## src/rtl/alu_pkg.sv

```systemverilog
// alu_pkg: shared types and constants for the ALU issue stage.
//   DEF_WIDTH / DEF_DEPTH : default operand width and request FIFO depth
//   OP_W                  : operation encoding width
//   alu_op_e              : ALU operation enum
//   alu_io_t              : ALU_IO request (operands, carry-in, operation)
// Optional feature macro: ALU_ISSUE_CHAIN_EN adds a 1-bit 'chain' field to
// alu_io_t so a request can take its carry-in from the previous result.
package alu_pkg;
    localparam int DEF_WIDTH = 8;
    localparam int DEF_DEPTH = 4;
    localparam int OP_W      = 3;

    typedef enum logic [OP_W-1:0] {
        OP_ADD  = 3'd0,
        OP_SUB  = 3'd1,   // a + ~b + cin: cin=1 gives a plain a-b, carry=1 means no borrow
        OP_AND  = 3'd2,
        OP_OR   = 3'd3,
        OP_XOR  = 3'd4,
        OP_PASS = 3'd5
    } alu_op_e;

    typedef struct packed {
`ifdef ALU_ISSUE_CHAIN_EN
        logic                 chain;
`endif
        alu_op_e              op;
        logic                 cin;
        logic [DEF_WIDTH-1:0] a;
        logic [DEF_WIDTH-1:0] b;
    } alu_io_t;
endpackage

```

## src/rtl/alu_8bit.sv

```systemverilog
// alu_8bit: combinational ripple-carry ALU.
//   a, b      : operands (WIDTH bits)
//   cin       : carry-in for ADD/SUB
//   op        : operation (alu_op_e)
//   result    : WIDTH-bit result
//   carry_out : ripple carry out for ADD/SUB, 0 for logic ops
module alu_8bit
    import alu_pkg::*;
#(
    parameter int WIDTH = DEF_WIDTH
) (
    input  logic [WIDTH-1:0] a,
    input  logic [WIDTH-1:0] b,
    input  logic             cin,
    input  alu_op_e          op,
    output logic [WIDTH-1:0] result,
    output logic             carry_out
);
    logic [WIDTH-1:0] b_eff;
    logic [WIDTH-1:0] sum;
    logic [WIDTH:0]   c;

    always_comb begin
        b_eff = (op == OP_SUB) ? ~b : b;
        sum   = '0;
        c     = '0;
        c[0]  = cin;
        for (int i = 0; i < WIDTH; i++) begin
            sum[i]   = a[i] ^ b_eff[i] ^ c[i];
            c[i+1]   = (a[i] & b_eff[i]) | (c[i] & (a[i] ^ b_eff[i]));
        end
        result    = sum;
        carry_out = c[WIDTH];
        case (op)
            OP_AND:  begin result = a & b; carry_out = 1'b0; end
            OP_OR:   begin result = a | b; carry_out = 1'b0; end
            OP_XOR:  begin result = a ^ b; carry_out = 1'b0; end
            OP_PASS: begin result = a;     carry_out = 1'b0; end
            default: ;
        endcase
    end
endmodule

```

## src/rtl/alu_req_fifo.sv

```systemverilog
// alu_req_fifo: DEPTH-entry FIFO of alu_io_t requests.
//   push/wdata : write wdata at the tail (caller guarantees !full)
//   pop        : drop the head (caller guarantees !empty)
//   rdata      : current head entry
//   full/empty : occupancy flags decoded from count
//   count      : occupied entries, 0..DEPTH
module alu_req_fifo
    import alu_pkg::*;
#(
    parameter  int DEPTH = DEF_DEPTH,
    localparam int PTR_W = $clog2(DEPTH),
    localparam int CNT_W = PTR_W + 1
) (
    input  logic             clk,
    input  logic             rst_n,
    input  logic             push,
    input  logic             pop,
    input  alu_io_t          wdata,
    output alu_io_t          rdata,
    output logic             full,
    output logic             empty,
    output logic [CNT_W-1:0] count
);
    alu_io_t          mem [DEPTH];
    logic [PTR_W-1:0] wr_ptr;
    logic [PTR_W-1:0] rd_ptr;

    // Pointers wrap naturally (DEPTH is a power of two); count disambiguates full/empty.
    always_ff @(posedge clk or negedge rst_n) begin
        if (!rst_n) begin
            wr_ptr <= '0;
            rd_ptr <= '0;
            count  <= '0;
        end else begin
            if (push) wr_ptr <= wr_ptr + 1'b1;
            if (pop)  rd_ptr <= rd_ptr + 1'b1;
            case ({push, pop})
                2'b10:   count <= count + 1'b1;
                2'b01:   count <= count - 1'b1;
                default: ;
            endcase
        end
    end

    // Storage needs no reset: entries are only visible through count.
    always_ff @(posedge clk) begin
        if (push) mem[wr_ptr] <= wdata;
    end

    assign rdata = mem[rd_ptr];
    assign full  = (count == CNT_W'(DEPTH));
    assign empty = (count == '0);
endmodule

```

## src/rtl/alu_issue_stage.sv

```systemverilog
// alu_issue_stage: buffered issue stage in front of alu_8bit.
//   in_valid/in_ready/in_req     : request handshake (in_ready from state only)
//   out_valid/out_ready          : result slot handshake
//   out_result/out_carry         : registered ALU result and carry-out
//   fifo_count                   : occupied request FIFO entries (debug)
// Optional feature macro: ALU_ISSUE_CHAIN_EN -- requests with chain=1 take
// their carry-in from the carry of the previously issued request.
module alu_issue_stage
    import alu_pkg::*;
#(
    parameter  int WIDTH = DEF_WIDTH,
    parameter  int DEPTH = DEF_DEPTH,
    localparam int CNT_W = $clog2(DEPTH) + 1
) (
    input  logic             clk,
    input  logic             rst_n,
    input  logic             in_valid,
    output logic             in_ready,
    input  alu_io_t          in_req,
    output logic             out_valid,
    input  logic             out_ready,
    output logic [WIDTH-1:0] out_result,
    output logic             out_carry,
    output logic [CNT_W-1:0] fifo_count
);
    logic             push;
    logic             issue;
    logic             full;
    logic             empty;
    alu_io_t          head;
    logic             alu_cin;
    logic [WIDTH-1:0] alu_result;
    logic             alu_carry;

    // No bypass in either direction: a freed entry is only usable next cycle,
    // and a pushed request must sit in the FIFO for a cycle before issue.
    assign in_ready = !full;
    assign push     = in_valid && in_ready;
    assign issue    = !empty && (!out_valid || out_ready);

    alu_req_fifo #(.DEPTH(DEPTH)) u_fifo (
        .clk   (clk),
        .rst_n (rst_n),
        .push  (push),
        .pop   (issue),
        .wdata (in_req),
        .rdata (head),
        .full  (full),
        .empty (empty),
        .count (fifo_count)
    );

`ifdef ALU_ISSUE_CHAIN_EN
    // Carry of the last issued request, feeding multi-byte add/sub chains.
    logic chain_carry;

    always_ff @(posedge clk or negedge rst_n) begin
        if (!rst_n)     chain_carry <= 1'b0;
        else if (issue) chain_carry <= alu_carry;
    end

    assign alu_cin = head.chain ? chain_carry : head.cin;
`else
    assign alu_cin = head.cin;
`endif

    alu_8bit #(.WIDTH(WIDTH)) u_alu (
        .a         (head.a[WIDTH-1:0]),
        .b         (head.b[WIDTH-1:0]),
        .cin       (alu_cin),
        .op        (head.op),
        .result    (alu_result),
        .carry_out (alu_carry)
    );

    // Output slot. When not issuing, a taken result can only mean the FIFO
    // is empty, so the slot simply empties; data registers hold.
    always_ff @(posedge clk or negedge rst_n) begin
        if (!rst_n) begin
            out_valid  <= 1'b0;
            out_result <= '0;
            out_carry  <= 1'b0;
        end else if (issue) begin
            out_valid  <= 1'b1;
            out_result <= alu_result;
            out_carry  <= alu_carry;
        end else if (out_ready) begin
            out_valid  <= 1'b0;
        end
    end
endmodule
```

## config.mk

```make
export PLATFORM = sky130hd
export DESIGN_NAME = alu_issue_stage
export DESIGN_NICKNAME = d
export VERILOG_FILES = /design/src/rtl/alu_pkg.sv /design/src/rtl/alu_8bit.sv /design/src/rtl/alu_req_fifo.sv /design/src/rtl/alu_issue_stage.sv
export SDC_FILE = /design/constraint.sdc
export NUM_CORES = 1
export LEC_CHECK = 0
export CAP_MARGIN = 20
export CORE_AREA = 2 2 134 123
export DETAILED_ROUTE_END_ITERATION = 8
export DIE_AREA = 0 0 136 125
export HOLD_SLACK_MARGIN = 0.15
export PLACE_DENSITY_LB_ADDON = 0.05
export SLEW_MARGIN = 30
export SYNTH_ARGS = -nofsm -noshare
export SYNTH_HDL_FRONTEND = slang
export SYNTH_SLANG_ARGS = --single-unit
```

## constraint.sdc

```tcl
create_clock -name clk -period 9.7 [get_ports clk]
set_clock_uncertainty 0.1 [all_clocks]
set_input_delay 1.94 -clock clk [delete_from_list [all_inputs] [get_ports clk]]
set_output_delay 1.94 -clock clk [all_outputs]
set_load 0.01 [all_outputs]
```

After elaboration in Yosys (flattened, before gate mapping)
Memories as Yosys holds them, arrays and structs flattened.
Cells that the tools add are included.
{ "op_classes": {"addsub": 4, "mul": 0, "div_mod_pow": 0, "magnitude_cmp": 0, "n_eq_ne": 8, "n_shift": 0, "mux": 8, "bitwise": 44, "reduce_logical": 10} }
{ "op_table": {"columns": ["cell", "n"], "rows": [
  ["one-hot mux 8 bit (4 select lines)", 1],
  ["bitwise AND 1 bit", 16],
  ["bitwise XOR 1 bit", 16],
  ["equality test 3 bit (second input constant)", 3],
  ["bitwise AND 8 bit", 1],
  ["2-to-1 mux 8 bit", 1],
  ["inverter 8 bit", 1],
  ["OR 1 bit", 8],
  ["OR 8 bit", 1],
  ["bitwise XOR 8 bit", 1],
  ["equality test 3 x 2 -> 1 bit (second input constant)", 2],
  ["one-hot mux 3 bit (2 select lines)", 1],
  ["2-to-1 mux 1 bit", 5],
  ["adder 2 x 1 -> 2 bit (second input constant)", 2],
  ["nonzero test 2 bit", 2],
  ["OR reduction 4 bit", 1],
  ["adder 3 x 1 -> 3 bit (second input constant)", 1],
  ["equality test 3 x 1 -> 1 bit (second input constant)", 1],
  ["zero test 1 bit", 3],
  ["zero test 3 bit", 1],
  ["subtractor 3 x 1 -> 3 bit (second input constant)", 1],
  ["equality test 2 x 1 -> 1 bit (second input constant)", 1],
  ["equality test 2 bit (second input constant)", 1],
  ["logical AND 1 bit", 2],
  ["logical OR 1 bit", 1]
]} }
{ "word_totals": {"regBits": 17, "latch_bits": 0, "mem_bits_rw": 80, "romBits": 0, "in_bits": 24, "output_inout_bits": 14, "wordCells": 81, "n_memories": 1} }
{ "memory_table": {"columns": ["name", "words", "word_bits", "read_ports", "rd_clocked_by_memory_dff", "write_ports", "line", "text"], "rows": [
  ["u_fifo.mem", 4, 20, 1, 0, 1, "alu_req_fifo.sv:24", "alu_io_t mem [DEPTH];"]
]} }

Longest topological paths before layout
An unclocked memory read counts as a cell.
{ "depth": {"depth_word": 21, "depth_mapped": 19, "depth_no_buf": 16} }

Modules after synthesis
Synthesis repeated with hierarchy kept, for this count alone.
{ "unflattened": {"hier_cells": 286, "hier_area_um2": 4673.2} }
{ "by_module_without_submodules": {"columns": ["module", "instances", "cells_per_inst", "area_each_um2", "seq_area_each_um2"], "rows": [
  ["alu_req_fifo", 1, 141, 3286.9, 2577.5],
  ["alu_8bit", 1, 120, 996.0, 0.0],
  ["alu_issue_stage", 1, 25, 390.4, 250.2]
]} }

Worst setup path before layout
OpenSTA, ideal clock, no wires.
{ "synth_timing": {"path_kind": "register to register", "start": "register u_fifo.rd_ptr[0]", "end": "register out_result[7]", "setup_time_ns": 0.095, "arrival_time_ns": 4.683, "t_required_ns": 9.505, "setup_slack_ns": 4.821, "path_stages_with_launch": 19, "path_buffers": 2, "synth_period_minus_slack_ns": 4.879, "path_cell_list": "dfrtp_1 > mux4_2 > buf_2 > nor3b_1 > buf_2 > xnor2_1 > fa_1 > fa_1 > inv_1 > fa_1 > inv_1 > fa_1 > inv_1 > fa_1 > fa_1 > fa_1 > fa_1 > a22o_1 > o31ai_1"} }
{ "synth_between": {"elab_chain_cells": 20, "elab_cells_between_ends": 42, "cone_classes": "eq/ne: 5; mux: 2; bitwise: 34; memory: 1"} }
{ "synth_rtl": {"columns": ["item", "line", "text"], "rows": [
  ["start: declaration", "alu_req_fifo.sv:26", "logic [PTR_W-1:0] rd_ptr;"],
  ["start signal: assignment", "alu_req_fifo.sv:36", "if (pop) rd_ptr <= rd_ptr + 1'b1;"],
  ["memory read (4 x 20 bit) *", null, null],
  ["equality test 3 x 1 -> 1 bit / inverter 8 bit (equally long branches)", "alu_8bit.sv:24", "b_eff = (op == OP_SUB) ? ~b : b;"],
  ["2-to-1 mux 8 bit", "alu_8bit.sv:24", null],
  ["bitwise XOR 1 bit", "alu_8bit.sv:30", "c[i+1] = (a[i] & b_eff[i]) | (c[i] & (a[i] ^ b_eff[i]));"],
  ["bitwise AND 1 bit", "alu_8bit.sv:30", null],
  ["OR 1 bit", "alu_8bit.sv:30", null],
  ["bitwise AND 1 bit", "alu_8bit.sv:30", null],
  ["OR 1 bit", "alu_8bit.sv:30", null],
  ["[... 4 more ...]", null, null],
  ["bitwise AND 1 bit", "alu_8bit.sv:30", null],
  ["OR 1 bit", "alu_8bit.sv:30", null],
  ["bitwise AND 1 bit", "alu_8bit.sv:30", null],
  ["OR 1 bit", "alu_8bit.sv:30", null],
  ["bitwise AND 1 bit", "alu_8bit.sv:30", null],
  ["OR 1 bit", "alu_8bit.sv:30", null],
  ["bitwise XOR 1 bit", "alu_8bit.sv:29", "sum[i] = a[i] ^ b_eff[i] ^ c[i];"],
  ["one-hot mux 8 bit (4 select lines) *", "alu_8bit.sv:34", "case (op)"],
  ["end signal: assignment", "alu_issue_stage.sv:85", "out_result <= alu_result;"],
  ["end: declaration", "alu_issue_stage.sv:22", "output logic [WIDTH-1:0] out_result,"]
]} }
Every way passes the cells marked *; elsewhere a longest branch is shown, timed or not.
A chain may end at the register's enable or synchronous reset.

Worst setup path in the final report
Ends and elaborated chain as after synthesis.

==> reports/metrics.cfg <==
[synth]
synth_top_cell_by_area=edfxtp_1
syn_area_per_cell_um2=16.3
synth-edff-count=80
yosysMostFrequentCell=edfxtp_1
ys.flop_type=edfxtp_1
postSynthCellCount=281
async_flop_share_pct=17.5
synth.yosys.warnings=0
yosys.area.top_type_share_pct=52.4
synth_common_cells=edfxtp_1, inv_1, ha_1
synth_area_leaders=edfxtp_1, mux4_2, dfrtp_1
synth.distinct_cells=39
syn_area_mm2=0.00458
ys_ff_latch=97
yosysSeqAreaShare_pct=61.7
synth_nets=335

[cts]
htreeDepth=3
clock_path_buffers=2
numClockSinks=97
clk_pin_slew_ns=0.06
clkLatencyLatePin_ns=0.35
root_buffer=clkbuf_16
cts_resized=0
postCtsSetupRepairBufs=0
postCtsHoldBufs=0
cts_buffers=9
cts_tree=built

[layout]
finish.net_count=377
instances_no_fill=535
n_fill_cell=1543
antenna_cells=0
ff_latch_area_mm2=0.00283
area_delta_synth_final_pct=19.9
drive_gt1_share_pct=13.4
utilization_pct=34.9
final_cell_area_mm2=0.00549
multiInputGateArea_mm2=0.00158

[timing]
setup_viol=0
fin_crit_ns=5.55
rsz0062_at_grt=false
final.setup.tns_ns=0
fin_crit_sh_pct=57.2
report.final.hold_viol_count=0
maxSlewViolCount=0
fmax_mhz=180
worstMarginPinSlew_ns=0.851
slew_headroom_pct=43.1

[global_route]
grt_overflow=0
grtUsageTotal_pct=11.6
grt_max_degree=26
grt_pass1_wl_um=14500
grt_pass1_vias=2460
antenna_found_initial=0

[route]
drt_first_iter_violations=90
routed_wl_um=9060
detail-route-antenna-nets=0
drc=0
wire_per_inst_um=16.9
vias_per_cell=4.40
drtPass1Iterations=4
num_vias=2352

[place]
portBuffers=37
placed_cell_area_mm2=0.00520
dpl.cell_count=519
hpwl_um=6090
routabilityCongestion=0.718

[pwr]
static-leakage-power_nw=2.01
power.total_mw=1.94
vdd_drop_max_uv=134
power.density_mw_per_mm2=353

[floorplan]
die_area_mm2=0.0170
initial_core_util_pct=29.1
rows=44
coreArea_mm2=0.0157
ios=38
dieHeight_um=125
die_w_um=136

[critical_path]
crit_type=flip-flop to flip-flop
start_kind=flip-flop
arrival_ns=5.70
critPathMaxFanout=25
endpoint_kind=flip-flop
r2r_cells=18
worstPathRequired_ns=9.86

[worst_hold_path]
hold_depth=2
min_path_type=flip-flop to flip-flop

[run_status]
status=completed

[job]
drv_cap=0

layer usage:
layer / track usage, % / up-vias / wire (um)
met4: 3.13 / 0 / 94
met3: 4.01 / 10 / 318
met5: 0 / - / 0
li1: - / 1139 / -
met1: 16.5 / 1164 / 4650
met2: 16.8 / 39 / 4010
power by group:
part / internal (mW) / switching (mW)
logic: 0.452 / 0.531
clock network: 0.202 / 0.153
registers: 0.565 / 0.0337
cell usage in the layout, fill, tap and decap left out, types with 2 or more instances in the layout:
master           Yosys  layout
mux4_2              20      20
clkbuf_16            0       9
xor2_1               3       3
clkdlybuf4s50_1      0      37
o21ai_0              2       2
dfrtp_1             17      17
a21oi_1              5       5
xnor2_1             13      13
and3_1               4       4
o31ai_1              4       4
or2_1                3       3
buf_4                0       7
or3b_1               3       3
nor4bb_1             4       4
clkbuf_1             2       2
fa_1                 9       9
a21o_1               2       2
a41oi_1              2       2
a22o_1               5       5
inv_1               28      28
or4b_1               4       4
inv_6                0       2
o21ai_1              3       3
ha_1                21      21
mux2i_1              6       6
nand2_1             13      13
edfxtp_1            80      80
a41o_1               2       2
nand4b_1             4       4
critical path, cell delays in order (launching register included):
cell and delay [ns]:
dfrtp_1 0.32, buf_4 0.39, mux4_2 0.83, nor3b_1 0.24, buf_4 0.19, xnor2_1 0.20, fa_1 0.24, fa_1 0.17
inv_1 0.05, fa_1 0.35, inv_1 0.08, fa_1 0.15, inv_1 0.05, fa_1 0.38, fa_1 0.41, fa_1 0.41
fa_1 0.44, a22o_1 0.22, o31ai_1 0.21
cells by family after synthesis:
| kind of cell | after synthesis | share of synthesized area [%] |
|---|---|---|
| AOI/OAI and AO/OA | 26 | 3.99 |
| xor gates and xnor gates | 16 | 3.06 |
| adders and majority gates | 30 | 9.67 |
| buffers and inverters | 41 | 3.74 |
| DFF | 97 | 61.7 |
| muxes | 27 | 11.4 |
| and+or+nand+nor | 44 | 6.42 |
worst paths after layout:
check,startpoint,end,slack [ns]
setup / recovery,u_fifo.rd_ptr[0]$_DFFE_PN0P_,out_result[7]$_DFFE_PN0P_,4.15
hold / removal,out_result[6]$_DFFE_PN0P_,out_result[6]$_DFFE_PN0P_,0.38
max in group asynchronous,rst_n,out_result[5]$_DFFE_PN0P_,7.00
min in group asynchronous,rst_n,u_fifo.wr_ptr[1]$_DFFE_PN0P_,1.98
setup reg to reg,u_fifo.rd_ptr[0]$_DFFE_PN0P_,out_result[7]$_DFFE_PN0P_,4.15
hold reg to reg,out_result[6]$_DFFE_PN0P_,out_result[6]$_DFFE_PN0P_,0.38
flip-flops by register name (all words and copies together), names as in the netlist:
name and cells:
u_fifo.wr_ptr 2, u_fifo.mem 80, u_fifo.rd_ptr 2, u_fifo.count 3
out_result 8, out_carry 1, out_valid 1
stage by stage:
step	hold WS, ns	setup slack [ns]
3_3_place_gp	0.370	4.18
2_1_floorplan	0.417	4.82
5_1_grt	0.410	3.85
3_5_place_dp	0.369	4.13
6_report	0.378	4.15
4_1_cts	0.384	4.09
final cells by class:
cell class              instances  share of cell area [%]
inverters                      28                    1.91
well taps                     207                    4.72
clock buffers                  11                    4.24
flip-flops and latches         97                    51.5
multi-input cells             143                    28.8
repair buffers                 44                    7.70
clock inverters                 5                    1.12
Power figures use the tool's default switching activity.
